===== config.mk =====
export PLATFORM = sky130hd
export DESIGN_NAME = pipe_adder_rca
export DESIGN_NICKNAME = d
export VERILOG_FILES = /design/src/rtl/pipe_adder_rca.sv
export SDC_FILE = /design/constraint.sdc
export NUM_CORES = 1
export LEC_CHECK = 0
export ABC_CLOCK_PERIOD_IN_PS = 2900
export CAP_MARGIN = 20
export CORE_UTILIZATION = 40
export CTS_CLUSTER_SIZE = 10
export DETAILED_ROUTE_END_ITERATION = 12
export GPL_ROUTABILITY_DRIVEN = 0
export GPL_TIMING_DRIVEN = 0
export PLACE_DENSITY_LB_ADDON = 0.12
export SLEW_MARGIN = 0
export SYNTH_ARGS = -nofsm -noshare
export SYNTH_HDL_FRONTEND = slang
export SYNTH_SLANG_ARGS = --single-unit

===== constraint.sdc =====
create_clock -name clk -period 2.9 [get_ports clk]
set_clock_uncertainty 0.1 [all_clocks]
set_input_delay 0.435 -clock clk [delete_from_list [all_inputs] [get_ports clk]]
set_output_delay 0.435 -clock clk [all_outputs]
set_load 0.02 [all_outputs]

===== src/rtl/pipe_adder_rca.sv =====
// rtl/pipe_adder_rca.sv - pipelined ripple-carry adder/subtractor with valid/ready flow control
module pipe_adder_rca #(
    parameter int WIDTH  = 16,
    parameter int STAGES = 4
) (
    input  logic             clk,
    input  logic             rst,
    input  logic             in_valid,
    output logic             in_ready,
    input  logic             mode,
    input  logic [WIDTH-1:0] a,
    input  logic [WIDTH-1:0] b,
    input  logic             cin,
    output logic             out_valid,
    input  logic             out_ready,
    output logic [WIDTH-1:0] sum,
    output logic             cout,
    output logic             ovf
);

    localparam int W_S  = WIDTH / STAGES;
    localparam int LAST = STAGES - 1;

    // Stage registers: valid bit, skewed operands, partial sum and slice carry-out
    logic [STAGES-1:0] vld_q;
    logic [STAGES-1:0] c_q;
    logic [WIDTH-1:0]  a_q [STAGES];
    logic [WIDTH-1:0]  b_q [STAGES];
    logic [WIDTH-1:0]  s_q [STAGES];
    // Carry into the MSB, only needed by the last stage for signed overflow
    logic              cm_q;

    // Per-stage inputs and ripple results
    logic [WIDTH-1:0]  a_src [STAGES];
    logic [WIDTH-1:0]  b_src [STAGES];
    logic [WIDTH-1:0]  s_src [STAGES];
    logic [STAGES-1:0] c_src;
    logic [WIDTH-1:0]  s_d [STAGES];
    logic [STAGES-1:0] c_d;
    logic              cm_d;
    logic              advance;

    // The whole pipe moves together unless the output holds a result nobody takes
    assign advance   = !vld_q[LAST] || out_ready;
    assign in_ready  = advance;
    assign out_valid = vld_q[LAST];
    assign sum       = s_q[LAST];
    assign cout      = c_q[LAST];
    assign ovf       = c_q[LAST] ^ cm_q;

    // Route stage inputs: stage 0 gets the prepared beat, later stages the previous register
    always_comb begin
        c_src    = '0;
        a_src[0] = a;
        b_src[0] = mode ? ~b : b;
        s_src[0] = '0;
        c_src[0] = mode ? 1'b1 : cin;
        for (int k = 1; k < STAGES; k++) begin
            a_src[k] = a_q[k-1];
            b_src[k] = b_q[k-1];
            s_src[k] = s_q[k-1];
            c_src[k] = c_q[k-1];
        end
    end

    // One full-adder per bit, rippling across slice k only; lower sum bits pass through
    always_comb begin
        logic rc;
        logic ai;
        logic bi;
        rc   = 1'b0;
        ai   = 1'b0;
        bi   = 1'b0;
        cm_d = 1'b0;
        c_d  = '0;
        for (int k = 0; k < STAGES; k++) begin
            s_d[k] = s_src[k];
            rc     = c_src[k];
            for (int j = 0; j < W_S; j++) begin
                ai = a_src[k][k*W_S + j];
                bi = b_src[k][k*W_S + j];
                if (k == LAST && j == W_S - 1) begin
                    cm_d = rc;
                end
                s_d[k][k*W_S + j] = ai ^ bi ^ rc;
                rc = (ai & bi) | (rc & (ai ^ bi));
            end
            c_d[k] = rc;
        end
    end

    // Pipeline registers: clear on reset, hold everything while stalled, shift otherwise
    always_ff @(posedge clk or posedge rst) begin
        if (rst) begin
            vld_q <= '0;
            c_q   <= '0;
            cm_q  <= 1'b0;
            for (int k = 0; k < STAGES; k++) begin
                a_q[k] <= '0;
                b_q[k] <= '0;
                s_q[k] <= '0;
            end
        end else if (advance) begin
            vld_q[0] <= in_valid;
            for (int k = 1; k < STAGES; k++) begin
                vld_q[k] <= vld_q[k-1];
            end
            c_q  <= c_d;
            cm_q <= cm_d;
            for (int k = 0; k < STAGES; k++) begin
                a_q[k] <= a_src[k];
                b_q[k] <= b_src[k];
                s_q[k] <= s_d[k];
            end
        end
    end

endmodule


==> run metrics <==
Remaining Overflow, GRT=0; nets=399; Crit path required time=3.04 ns; Initial Utilization=0.411; Sw Ratio=0.303; via count=2278; unrepaired setup endpoints after global routing=no; Die ar.=11000 µm²; Die Height=105 µm; Iter 0 DRT Violations=72; clk sink count=97; Cell Area, Synth=4230 µm²; row cnt=37; final period utilization=0.947; Chip Width=105 µm; Seq pwr share=0.426; Ys Warns=0; Setup CP Type=input port to flop; min-delay src=out_ready; Slew headroom=0.635; maximum vdd ir drop=0.485 mV; clock share of power=0.202; setup ws final=0.153 ns; HPWL after DPL=5080 µm; Yosys top cell area share=0.574; Skew-Pair Late Insertion Delay=0.34 ns; CTS tree=yes; first-pass GRT wire length=12400 µm; post-CTS setup buffer count=0; FF+latch count, synth=97; Hold Vio Cnt, Final=0; P_leak=2.28 nW; vias per std cell=4.69; Final ANT Viol Nets=0; P per Cell Area=1030 nW/µm²; Mapped Cells=277; pre-CTS setup slack=-0.249 ns; max frequency=364 MHz; fin crit period=2.75 ns; crit-path max FO=10; Max Cap Viol=0; largest area contributor in the netlist=dfrtp_1; DRC violations left=0; crit path DAT=2.88 ns; Crit. Startpoint=mode; Worst R2R Start=c_q[2]; crit start category=input port; final wirelength=7270 µm; status=completed; CTS Buffer Depth=2; syn_nets=331; Logic pwr share=0.372; internal power=0.00376 W; I/O Pins=58; Synth area leaders=dfrtp_1, mux2_2, fa_1, xor2_1, inv_1; Synth cell types=15; Clk Tree Root Cell=clkbuf_8; core footprint=10300 µm²; Layout area overhead=24.5%; Worst-path clk slew=0.09 ns; vias in the first global route=2437; syn_area_per_cell=15.3 µm²; post-layout util=0.512; Hold Crit Class=input port to flop; post-synthesis sequential area ratio=0.574; Antenna Diode Count=0; Psw=0.00163 W; critical path endpoint category=flop; Slew @ Worst Pin=0.546 ns; router iterations before antenna repair=4; GRT Overall Usage=0.147; Final Max Tran Viols=0; H-tree Lvls=3; I/O Buffers=55; initial antenna violation count=0; layout cells sized above 1=0.343; number of setup violations in the final report=0; Routed WL per cell=15.0 µm; pin count of the biggest net entering global routing=42; Num CTS Buffers=9
## Yosys cell counts
library cell,count
inv_1,25
nor3b_1,9
xor2_1,13
dfrtp_1,97
nand2b_1,1
buf_2,9
xnor2_1,4
nand2b_4,1
mux2_2,79
mux2i_1,3
mux2_4,5
fa_1,16
or2_2,1
buf_6,5
a21oi_1,9
## sequential cells by signal (all words and copies together) (netlist names)
register  flops
a_q          24
b_q          24
c_q           4
cm_q          1
s_d          24
sum          16
vld_q         4
## kinds of logic (layout without fill, tap and decap cells)
group | after synthesis | count (layout) | share of synthesized area
AOI/OAI and AO/OA | 9 | 9 | 0.0107
xor gates and xnor gates | 17 | 17 | 0.0352
adders and majority gates | 16 | 16 | 0.0758
buffers and inverters | 39 | 112 | 0.0462
DFF | 97 | 97 | 0.574
muxes | 87 | 87 | 0.235
and+or+nand+nor | 12 | 12 | 0.0222
## layer usage
layer / vias up / share of wire / track usage
met5: - / 0 / 0
met4: 0 / 0.015 / 0.0543
met3: 11 / 0.027 / 0.0231
met2: 38 / 0.49 / 0.242
met1: 1175 / 0.47 / 0.198
li1: 1054 / - / -
## placed cells by master, fill, tap and decap left out
cell,instances
dfrtp_1,96
mux2_2,79
clkdlybuf4s50_1,55
inv_1,24
fa_1,16
xor2_1,13
clkbuf_8,12
nor3b_1,9
a21oi_1,9
buf_2,8
buf_6,6
mux2_4,5
xnor2_1,4
mux2i_1,3
bufinv_16,3
clkinvlp_4,2
buf_12,2
nand2b_4,1
or2_2,1
nand2b_1,1
dfrtp_2,1
## power groups by stage
stage               clock (W)  sequential, W  combinational (W)
finish                0.00109        0.00230            0.00201
global route          0.00118        0.00239            0.00221
CTS                   0.00113        0.00231            0.00205
detailed placement          0        0.00234            0.00204
global placement            0        0.00232            0.00198
floorplan                   0        0.00239            0.00126
## final timing paths
kind                            end  depth (start not counted)  slack (ns)
max                         s_d[35]                         10        0.15
max reg2reg                 sum[15]                          7        0.50
min reg2reg                vld_q[3]                          1        0.38
max in group asynchronous   a_q[41]                          3        1.74
min in group asynchronous    s_d[0]                          2        0.38
min                         s_d[33]                          3        0.32
## through the flow
stage / setup TNS, ns / area, µm² / total power [W] / std cells / hold WS [ns]
2_1_floorplan: 0 / 4240 / 0.00366 / 277 / 0.330
4_1_cts: 0 / 5260 / 0.00549 / 486 / 0.303
3_3_place_gp: -0.193 / 4960 / 0.00430 / 468 / 0.342
5_1_grt: 0 / 5260 / 0.00578 / 486 / 0.323
6_report: 0 / 5260 / 0.00540 / 486 / 0.319
3_5_place_dp: -0.249 / 5000 / 0.00438 / 470 / 0.354
## layout make-up
type / count / area [µm²]
Clock inverter: 4 / 97.6
Multi-Input combinational cell: 141 / 1600
Fill cell: 917 / 5020
Clock buffer: 12 / 165
Buffer: 14 / 108
Tap cell: 136 / 170
Timing Repair Buffer: 57 / 591
Sequential cell: 97 / 2430
Inverter: 25 / 97.6
## worst max-delay path: stages
cell and delay (ns):
buf_2 0.24, buf_6 0.22, xor2_1 0.20, fa_1 0.19, inv_1 0.05, fa_1 0.38, fa_1 0.37, inv_1 0.07
fa_1 0.44, mux2_2 0.28
## repair_timing
item	4_1_cts	5_1_grt
resized for setup	0	1
hold buffers	0	0
setup endpoints to repair	0	1
No activity file was read; power rests on OpenSTA's default activity.
